$ cat config.mk
export PLATFORM = sky130hd
export DESIGN_NAME = atx_pll_reconfig_ctrl_flat
export DESIGN_NICKNAME = d
export VERILOG_FILES = /design/src/rtl/atx_pll_reconfig_pkg.sv /design/src/rtl/atx_pll_reconfig_if.sv /design/src/rtl/atx_pll_avmm_xfer.sv /design/src/rtl/atx_pll_reconfig_ctrl.sv /design/src/flat_wrapper.sv
export SDC_FILE = /design/constraint.sdc
export NUM_CORES = 1
export LEC_CHECK = 0
export ABC_CLOCK_PERIOD_IN_PS = 2000
export CORE_ASPECT_RATIO = 1.5
export CORE_MARGIN = 1
export CORE_UTILIZATION = 45
export CTS_CLUSTER_SIZE = 25
export DETAILED_ROUTE_END_ITERATION = 10
export HOLD_SLACK_MARGIN = 0.1
export MAX_ROUTING_LAYER = met4
export PLACE_DENSITY = 0.8
export SETUP_SLACK_MARGIN = 0.4
export SYNTH_ARGS = -nofsm -noshare
export SYNTH_HDL_FRONTEND = slang
export SYNTH_SLANG_ARGS = --single-unit
$ cat constraint.sdc
create_clock -name reconfig_clk -period 2 [get_ports reconfig_clk]
set_input_delay 0.4 -clock reconfig_clk [delete_from_list [all_inputs] [get_ports reconfig_clk]]
set_output_delay 0.4 -clock reconfig_clk [all_outputs]
set_load 0.01 [all_outputs]
$ cat src/rtl/atx_pll_reconfig_pkg.sv
// Shared types and defaults for the ATX PLL reconfiguration controller.
package atx_pll_reconfig_pkg;

    localparam logic [10:0] DEF_CAL_ADDR = 11'h100;
    localparam logic [31:0] DEF_CAL_MASK = 32'h0000_0002;

    typedef enum logic [3:0] {
        S_IDLE,
        S_RD,
        S_WR,
        S_CAL_RD,
        S_CAL_WR,
        S_WAIT_BUSY_HI,
        S_WAIT_BUSY_LO,
        S_WAIT_LOCK,
        S_DONE
    } state_e;

    typedef enum logic [1:0] {
        ST_OK      = 2'd0,
        ST_CAL_TO  = 2'd1,
        ST_LOCK_TO = 2'd2
    } status_e;

    function automatic logic [31:0] rmw_merge(input logic [31:0] old_val,
                                              input logic [31:0] mask,
                                              input logic [31:0] new_val);
        return (old_val & ~mask) | (new_val & mask);
    endfunction

endpackage

$ cat src/rtl/atx_pll_reconfig_if.sv
// Host command/response, PLL reconfig AVMM and PLL status signals of the controller.
interface atx_pll_reconfig_if;

    logic        cmd_valid;
    logic        cmd_ready;
    logic [10:0] cmd_addr;
    logic [31:0] cmd_mask;
    logic [31:0] cmd_data;
    logic        cmd_recal;
    logic        rsp_valid;
    logic [1:0]  rsp_status;
    logic [31:0] rsp_rdata;
    logic        avmm_write;
    logic        avmm_read;
    logic [10:0] avmm_address;
    logic [31:0] avmm_writedata;
    logic [31:0] avmm_readdata;
    logic        avmm_waitrequest;
    logic        pll_cal_busy;
    logic        pll_locked;
    logic        busy;

    // Controller side: masters the AVMM port, serves host commands.
    modport master (
        input  cmd_valid, cmd_addr, cmd_mask, cmd_data, cmd_recal,
        input  avmm_readdata, avmm_waitrequest, pll_cal_busy, pll_locked,
        output cmd_ready, rsp_valid, rsp_status, rsp_rdata,
        output avmm_write, avmm_read, avmm_address, avmm_writedata, busy
    );

    // Environment side: host plus PLL reconfig slave.
    modport slave (
        output cmd_valid, cmd_addr, cmd_mask, cmd_data, cmd_recal,
        output avmm_readdata, avmm_waitrequest, pll_cal_busy, pll_locked,
        input  cmd_ready, rsp_valid, rsp_status, rsp_rdata,
        input  avmm_write, avmm_read, avmm_address, avmm_writedata, busy
    );

endinterface

$ cat src/rtl/atx_pll_avmm_xfer.sv
// Single-transfer AVMM engine: registers one read or write and holds it until waitrequest drops.
module atx_pll_avmm_xfer (
    input  logic        clk_i,
    input  logic        rst_i,
    input  logic        start_i,
    input  logic        rnw_i,
    input  logic [10:0] addr_i,
    input  logic [31:0] wdata_i,
    output logic        done_o,
    output logic [31:0] rdata_o,
    output logic        avmm_read_o,
    output logic        avmm_write_o,
    output logic [10:0] avmm_address_o,
    output logic [31:0] avmm_writedata_o,
    input  logic [31:0] avmm_readdata_i,
    input  logic        avmm_waitrequest_i
);

    logic        read_q;
    logic        write_q;
    logic [10:0] addr_q;
    logic [31:0] wdata_q;

    // start wins over completion so a follow-on transfer issues with no idle cycle
    always_ff @(posedge clk_i) begin
        if (rst_i) begin
            read_q  <= 1'b0;
            write_q <= 1'b0;
            addr_q  <= '0;
            wdata_q <= '0;
        end else if (start_i) begin
            read_q  <= rnw_i;
            write_q <= ~rnw_i;
            addr_q  <= addr_i;
            wdata_q <= rnw_i ? wdata_q : wdata_i;
        end else if (done_o) begin
            read_q  <= 1'b0;
            write_q <= 1'b0;
        end
    end

    assign done_o           = (read_q | write_q) & ~avmm_waitrequest_i;
    assign rdata_o          = avmm_readdata_i;
    assign avmm_read_o      = read_q;
    assign avmm_write_o     = write_q;
    assign avmm_address_o   = addr_q;
    assign avmm_writedata_o = wdata_q;

endmodule

$ cat src/rtl/atx_pll_reconfig_ctrl.sv
// Sequences one ATX PLL register RMW, optional recalibration and lock wait per host command.
module atx_pll_reconfig_ctrl
    import atx_pll_reconfig_pkg::*;
#(
    parameter logic [10:0] CAL_ADDR    = DEF_CAL_ADDR,
    parameter logic [31:0] CAL_MASK    = DEF_CAL_MASK,
    parameter int unsigned TIMEOUT_CYC = 1000000,
    parameter int unsigned CNT_W       = 20
) (
    input  logic               reconfig_clk,
    input  logic               reconfig_reset,
    atx_pll_reconfig_if.master bus
);

    localparam logic [CNT_W-1:0] CNT_LAST = CNT_W'(TIMEOUT_CYC - 1);

    state_e           state_q, state_d;
    status_e          status_q, status_d;
    logic [CNT_W-1:0] cnt_q, cnt_d, cnt_inc;
    logic [10:0]      addr_q;
    logic [31:0]      mask_q, data_q;
    logic             recal_q;
    logic [31:0]      rdata_q, rdata_d, rsp_rdata_q;
    logic             cmd_ready_q, rsp_valid_q, busy_q;
    logic [1:0]       cal_sync_q, lock_sync_q;
    logic             cal_busy_s, locked_s, accept;

    logic             xfer_start, xfer_rnw, xfer_done;
    logic [10:0]      xfer_addr;
    logic [31:0]      xfer_wdata, xfer_rdata;

    assign cal_busy_s = cal_sync_q[1];
    assign locked_s   = lock_sync_q[1];
    assign accept     = bus.cmd_valid & cmd_ready_q;
    assign cnt_inc    = (cnt_q == '1) ? cnt_q : cnt_q + CNT_W'(1);

    // Next transfer is launched on the edge that completes the previous one.
    always_comb begin
        state_d    = state_q;
        status_d   = status_q;
        rdata_d    = rdata_q;
        cnt_d      = '0;
        xfer_start = 1'b0;
        xfer_rnw   = 1'b1;
        xfer_addr  = addr_q;
        xfer_wdata = '0;
        unique case (state_q)
            S_IDLE: if (accept) begin
                state_d    = S_RD;
                xfer_start = 1'b1;
                xfer_addr  = bus.cmd_addr;
            end
            S_RD: if (xfer_done) begin
                rdata_d = xfer_rdata;
                if (mask_q != '0) begin
                    state_d    = S_WR;
                    xfer_start = 1'b1;
                    xfer_rnw   = 1'b0;
                    xfer_wdata = rmw_merge(xfer_rdata, mask_q, data_q);
                end else if (recal_q) begin
                    state_d    = S_CAL_RD;
                    xfer_start = 1'b1;
                    xfer_addr  = CAL_ADDR;
                end else begin
                    state_d  = S_DONE;
                    status_d = ST_OK;
                end
            end
            S_WR: if (xfer_done) begin
                if (recal_q) begin
                    state_d    = S_CAL_RD;
                    xfer_start = 1'b1;
                    xfer_addr  = CAL_ADDR;
                end else begin
                    state_d  = S_DONE;
                    status_d = ST_OK;
                end
            end
            S_CAL_RD: if (xfer_done) begin
                state_d    = S_CAL_WR;
                xfer_start = 1'b1;
                xfer_rnw   = 1'b0;
                xfer_addr  = CAL_ADDR;
                xfer_wdata = xfer_rdata | CAL_MASK;
            end
            S_CAL_WR: if (xfer_done) state_d = S_WAIT_BUSY_HI;
            S_WAIT_BUSY_HI: begin
                if (cal_busy_s) state_d = S_WAIT_BUSY_LO;
                else if (cnt_q == CNT_LAST) begin
                    state_d  = S_DONE;
                    status_d = ST_CAL_TO;
                end else cnt_d = cnt_inc;
            end
            S_WAIT_BUSY_LO: begin
                if (!cal_busy_s) state_d = S_WAIT_LOCK;
                else if (cnt_q == CNT_LAST) begin
                    state_d  = S_DONE;
                    status_d = ST_CAL_TO;
                end else cnt_d = cnt_inc;
            end
            // lock is tested before the timeout so a coincident lock reports OK
            S_WAIT_LOCK: begin
                if (locked_s) begin
                    state_d  = S_DONE;
                    status_d = ST_OK;
                end else if (cnt_q == CNT_LAST) begin
                    state_d  = S_DONE;
                    status_d = ST_LOCK_TO;
                end else cnt_d = cnt_inc;
            end
            S_DONE:  state_d = S_IDLE;
            default: state_d = S_IDLE;
        endcase
    end

    always_ff @(posedge reconfig_clk) begin
        if (reconfig_reset) begin
            state_q     <= S_IDLE;
            status_q    <= ST_OK;
            cnt_q       <= '0;
            addr_q      <= '0;
            mask_q      <= '0;
            data_q      <= '0;
            recal_q     <= 1'b0;
            rdata_q     <= '0;
            rsp_rdata_q <= '0;
            cmd_ready_q <= 1'b1;
            rsp_valid_q <= 1'b0;
            busy_q      <= 1'b0;
            cal_sync_q  <= '0;
            lock_sync_q <= '0;
        end else begin
            state_q     <= state_d;
            status_q    <= status_d;
            cnt_q       <= cnt_d;
            rdata_q     <= rdata_d;
            cal_sync_q  <= {cal_sync_q[0], bus.pll_cal_busy};
            lock_sync_q <= {lock_sync_q[0], bus.pll_locked};
            if (accept) begin
                addr_q  <= bus.cmd_addr;
                mask_q  <= bus.cmd_mask;
                data_q  <= bus.cmd_data;
                recal_q <= bus.cmd_recal;
            end
            cmd_ready_q <= (state_d == S_IDLE);
            busy_q      <= (state_d != S_IDLE);
            rsp_valid_q <= (state_d == S_DONE);
            if (state_d == S_DONE) rsp_rdata_q <= rdata_d;
        end
    end

    atx_pll_avmm_xfer u_xfer (
        .clk_i              (reconfig_clk),
        .rst_i              (reconfig_reset),
        .start_i            (xfer_start),
        .rnw_i              (xfer_rnw),
        .addr_i             (xfer_addr),
        .wdata_i            (xfer_wdata),
        .done_o             (xfer_done),
        .rdata_o            (xfer_rdata),
        .avmm_read_o        (bus.avmm_read),
        .avmm_write_o       (bus.avmm_write),
        .avmm_address_o     (bus.avmm_address),
        .avmm_writedata_o   (bus.avmm_writedata),
        .avmm_readdata_i    (bus.avmm_readdata),
        .avmm_waitrequest_i (bus.avmm_waitrequest)
    );

    assign bus.cmd_ready  = cmd_ready_q;
    assign bus.rsp_valid  = rsp_valid_q;
    assign bus.rsp_status = status_q;
    assign bus.rsp_rdata  = rsp_rdata_q;
    assign bus.busy       = busy_q;

endmodule

$ cat src/flat_wrapper.sv
// flat-port wrapper written by rule: the top's interface ports become plain ports
module atx_pll_reconfig_ctrl_flat import atx_pll_reconfig_pkg::*;
#(
    parameter logic [10:0] CAL_ADDR    = DEF_CAL_ADDR,
    parameter logic [31:0] CAL_MASK    = DEF_CAL_MASK,
    parameter int unsigned TIMEOUT_CYC = 1000000,
    parameter int unsigned CNT_W       = 20
)
  (reconfig_clk, reconfig_reset, bus_cmd_valid, bus_cmd_addr, bus_cmd_mask, bus_cmd_data, bus_cmd_recal, bus_avmm_readdata, bus_avmm_waitrequest, bus_pll_cal_busy, bus_pll_locked, bus_cmd_ready, bus_rsp_valid, bus_rsp_status, bus_rsp_rdata, bus_avmm_write, bus_avmm_read, bus_avmm_address, bus_avmm_writedata, bus_busy);
  atx_pll_reconfig_if bus_i ();
  input  logic reconfig_clk;
  input  logic reconfig_reset;
  input wire logic [$bits(bus_i.cmd_valid)-1:0] bus_cmd_valid;
  input wire logic [$bits(bus_i.cmd_addr)-1:0] bus_cmd_addr;
  input wire logic [$bits(bus_i.cmd_mask)-1:0] bus_cmd_mask;
  input wire logic [$bits(bus_i.cmd_data)-1:0] bus_cmd_data;
  input wire logic [$bits(bus_i.cmd_recal)-1:0] bus_cmd_recal;
  input wire logic [$bits(bus_i.avmm_readdata)-1:0] bus_avmm_readdata;
  input wire logic [$bits(bus_i.avmm_waitrequest)-1:0] bus_avmm_waitrequest;
  input wire logic [$bits(bus_i.pll_cal_busy)-1:0] bus_pll_cal_busy;
  input wire logic [$bits(bus_i.pll_locked)-1:0] bus_pll_locked;
  output wire logic [$bits(bus_i.cmd_ready)-1:0] bus_cmd_ready;
  output wire logic [$bits(bus_i.rsp_valid)-1:0] bus_rsp_valid;
  output wire logic [$bits(bus_i.rsp_status)-1:0] bus_rsp_status;
  output wire logic [$bits(bus_i.rsp_rdata)-1:0] bus_rsp_rdata;
  output wire logic [$bits(bus_i.avmm_write)-1:0] bus_avmm_write;
  output wire logic [$bits(bus_i.avmm_read)-1:0] bus_avmm_read;
  output wire logic [$bits(bus_i.avmm_address)-1:0] bus_avmm_address;
  output wire logic [$bits(bus_i.avmm_writedata)-1:0] bus_avmm_writedata;
  output wire logic [$bits(bus_i.busy)-1:0] bus_busy;
  assign bus_i.cmd_valid = bus_cmd_valid;
  assign bus_i.cmd_addr = bus_cmd_addr;
  assign bus_i.cmd_mask = bus_cmd_mask;
  assign bus_i.cmd_data = bus_cmd_data;
  assign bus_i.cmd_recal = bus_cmd_recal;
  assign bus_i.avmm_readdata = bus_avmm_readdata;
  assign bus_i.avmm_waitrequest = bus_avmm_waitrequest;
  assign bus_i.pll_cal_busy = bus_pll_cal_busy;
  assign bus_i.pll_locked = bus_pll_locked;
  assign bus_cmd_ready = bus_i.cmd_ready;
  assign bus_rsp_valid = bus_i.rsp_valid;
  assign bus_rsp_status = bus_i.rsp_status;
  assign bus_rsp_rdata = bus_i.rsp_rdata;
  assign bus_avmm_write = bus_i.avmm_write;
  assign bus_avmm_read = bus_i.avmm_read;
  assign bus_avmm_address = bus_i.avmm_address;
  assign bus_avmm_writedata = bus_i.avmm_writedata;
  assign bus_busy = bus_i.busy;
  atx_pll_reconfig_ctrl #(.CAL_ADDR(CAL_ADDR), .CAL_MASK(CAL_MASK), .TIMEOUT_CYC(TIMEOUT_CYC), .CNT_W(CNT_W)) u_core (.reconfig_clk(reconfig_clk), .reconfig_reset(reconfig_reset), .bus(bus_i));
endmodule
==> metrics.csv <==
stage,metric,value,unit
yosys,synth_fa_ha_area_share,0.143,%
route,drt_iter0_drc,832,
pwr,p_leak,5.34,nW
yosys,yosysWarnings,0,
yosys,ys_seq_area_share,50.0,%
yosys,syn_nets,1128,
route,ant_nets,0,
yosys,synth_top_area_share,50.0,%
pwr,peakVddDrop,676,uV
setup_path,crit_buf_inv,3,
setup_path,required,2.36,ns
pwr,powerDensity,770,nW/um^2
yosys,syn_area,8730,sq um
setup_path,crit_path_top_delay_cell,dfxtp_1,
floorplan,die_area,20000,sq um
global_route,grt_usage,31.0,%
global_route,grt_pass1_wl,46600,um
timing,layout_setup_ws,-0.191,ns
clocking,cts_buffers,21,
flow_run,cap_violations,0,
setup_path,critPathTopFamily,simple AND/OR/NAND/NOR gates,
clocking,clock_path_buffers,3,
timing,fin_skew,0.0322,ns
layout,drive_above_1_share,24.9,%
setup_path,setup.worst_path.class,reg -> reg,
route,wl_per_cell,22.0,um
yosys,yosysTopAreaCell,dfxtp_1,
yosys,synthTopCellsByArea,"dfxtp_1 50%, nand2_1 8.7%, a21oi_1 8.7%",
placed_design,gp_congestion,0.939,
yosys,synth_edf_count,0,
yosys,synth_top_family_by_area,compound AO/OA/AOI/OAI gates,
clocking,clkSinkCount,218,
layout,final_cell_area,13700,sq um
yosys,synth-compound-area-share,21.6,%
clocking,ctsHtreeMaxLevel,1,
yosys,ys_async_sr_fraction,0,%
yosys,ys.flop_type,dfxtp_1,
setup_path,arrival,2.55,ns
timing,drv_slew,0,
clocking,cts_tree,built,
timing,setup_viol,68,
floorplan,core_area,19100,sq um
yosys,postSynthCellCount,1013,
hold_path,min-delay-path-class,in -> reg,
outcome,outcome,finished with violations,
route,drc,0,
outcome,violations,setup timing,
route,wl,34100,um
clocking,insertion_delay,0.52,ns
yosys,yosysUniqueCellTypes,57,
placed_design,place_area,11600,sq um
setup_path,worstPathCellList,nor4_4 -> nand4_4 -> buf_4 -> buf_4 -> nor2_4 -> nor2_4 -> buf_6 -> a32oi_1 -> a21oi_1,
route,vias,9515,
yosys,synthTopCellsByCount,"218 x dfxtp_1, 203 x nand2_1, 151 x a21oi_1, 79 x nor2_1, 48 x clkbuf_1",
global_route,grt_antenna_before_repair,1,
clocking,cts_root_buf,clkbuf_16,
setup_path,end_kind,flop,
yosys,ys_ff_latch,218,
setup_path,slowest_delay,0.36,ns
timing,max_freq,0.456,GHz
yosys,synthXorXnorAreaFrac,1.30,%
global_route,overflow,0,
global_route,grt_pass1_vias,8819,
yosys,syn_area_per_cell,8.62,sq um
yosys,synthMuxAreaShare,4.13,%
route,viasPerCell,6.13,
timing,relSlewSlack,70.9,%
setup_path,crit_fanout,8,
layout,area_delta_synth_final,57.0,%
yosys,synth.most_common_cell,dfxtp_1,
floorplan,die_h,173,um
floorplan,start_util,45.7,%
timing,period_share,110,%
floorplan,row_count,62,
timing,hold_violations,0,
layout,nets,1395,
layout,post-route-util,71.8,%
yosys,synthSimpleGateAreaFrac,18.4,%
route,firstDrtPassIters,6,
placed_design,place.port_buffers,195,
clocking,worst_setup_hold_path_clk_slew,0.07,ns
floorplan,ios,196,
placed_design,hpwl,19000,um
timing,rsz0062_at_grt,yes,
floorplan,die_w,116,um
timing,tightest_slew,0.437,ns
global_route,grt_max_degree,95,
timing,period_needed,2.19,ns
setup_path,start_kind,flop,
==> registers in the layout, indices dropped and copies added, names as in the netlist, 2 cells and up <==
signal,flops
u_core.addr_q,11
u_core.lock_sync_q,2
u_core.data_q,32
u_core.state_q,4
u_core.bus.rsp_rdata,32
u_core.rdata_q,32
u_core.mask_q,32
u_core.cnt_q,20
u_core.u_xfer.avmm_writedata_o,32
u_core.bus.rsp_status,2
u_core.cal_sync_q,2
u_core.u_xfer.avmm_address_o,11
==> layout make-up <==
class                      count  area, sq um
fill                        1336         5380
multi-input combinational    710         4940
sequential                   218         4410
timing repair buffer         324         3320
clock buffer                  29          576
tap                          256          320
clock inverter                 8          119
inverter                       5         18.8
antenna                        1         2.50
==> logic make-up (layout without fill, tap and decap cells) <==
logic type | after synthesis | count (layout)
buf+inv | 85 | 366
xor+xnor | 13 | 13
flops | 218 | 218
compound gates | 299 | 299
other cells | 0 | 1
simple gates | 361 | 361
fa+ha+maj | 1 | 1
mux | 36 | 36
==> layout by cell type (no fill, tap or decap), drive strengths merged, types with 3 or more instances in the layout <==
cell type and instances:
dfxtp 218, nand2 203, a21oi 151, buf 128, clkdlybuf4s50 111, nor2 79, dlygate4sd2 71, o21ai 38
clkbuf 36, mux2i 36, a311oi 34, a32oi 31, nand4 15, a211oi 13, xor2 12, nor4 12
nand3 11, a22oi 10, and3 9, inv 6, clkdlybuf4s15 6, and2 6, nor2b 5, and4 5
nor3 5, clkinv 4, o31ai 4, bufinv 3
==> where the power goes <==
| group | switching [W] | internal [W] |
|---|---|---|
| sequential | 0.000171 | 0.00455 |
| combinational | 0.000883 | 0.000801 |
| clock | 0.00174 | 0.00241 |
| total | 0.00280 | 0.00776 |
==> repair_timing <==
action	4_1_cts	5_1_grt
pin swaps	25	48
hold buffers	0	0
gates cloned	10	4
resized for setup	169	140
buffers inserted	9	14
setup endpoints to repair	218	141
==> stage by stage <==
step / power [W] / setup slack [ns] / setup TNS (ns) / hold slack (ns) / cells
5_1_grt: 0.0109 / -0.248 / -9.03 / 0.181 / 1551
3_5_place_dp: 0.00617 / -0.596 / -35.42 / 0.438 / 1476
4_1_cts: 0.0103 / -0.0551 / -0.860 / 0.151 / 1532
3_3_place_gp: 0.00614 / -0.453 / -30.92 / 0.421 / 1476
2_1_floorplan: 0.00542 / 0.171 / 0 / 0.414 / 1013
6_report: 0.0106 / -0.191 / -5.12 / 0.173 / 1551
==> final timing paths <==
check / to / start / slack (ns) / depth (start not counted)
setup / recovery: u_core.u_xfer.avmm_writedata_o[22] / u_core.mask_q[15] / -0.19 / 9
hold / removal: u_core.u_xfer.avmm_write_o / reconfig_reset / 0.17 / 2
setup reg to reg: u_core.u_xfer.avmm_writedata_o[22] / u_core.mask_q[15] / -0.19 / 9
hold reg to reg: u_core.cal_sync_q[1] / u_core.cal_sync_q[0] / 0.46 / 1
==> per-layer routing <==
metal / GRT usage [%] / routed length (um) / up-vias
met5: - / 0 / -
met4: 20.6 / 2970 / 0
met3: 5.19 / 2950 / 213
met2: 51.2 / 16700 / 646
met1: 33.7 / 11500 / 4506
li1: - / - / 4150
Power figures use the tool's default switching activity.
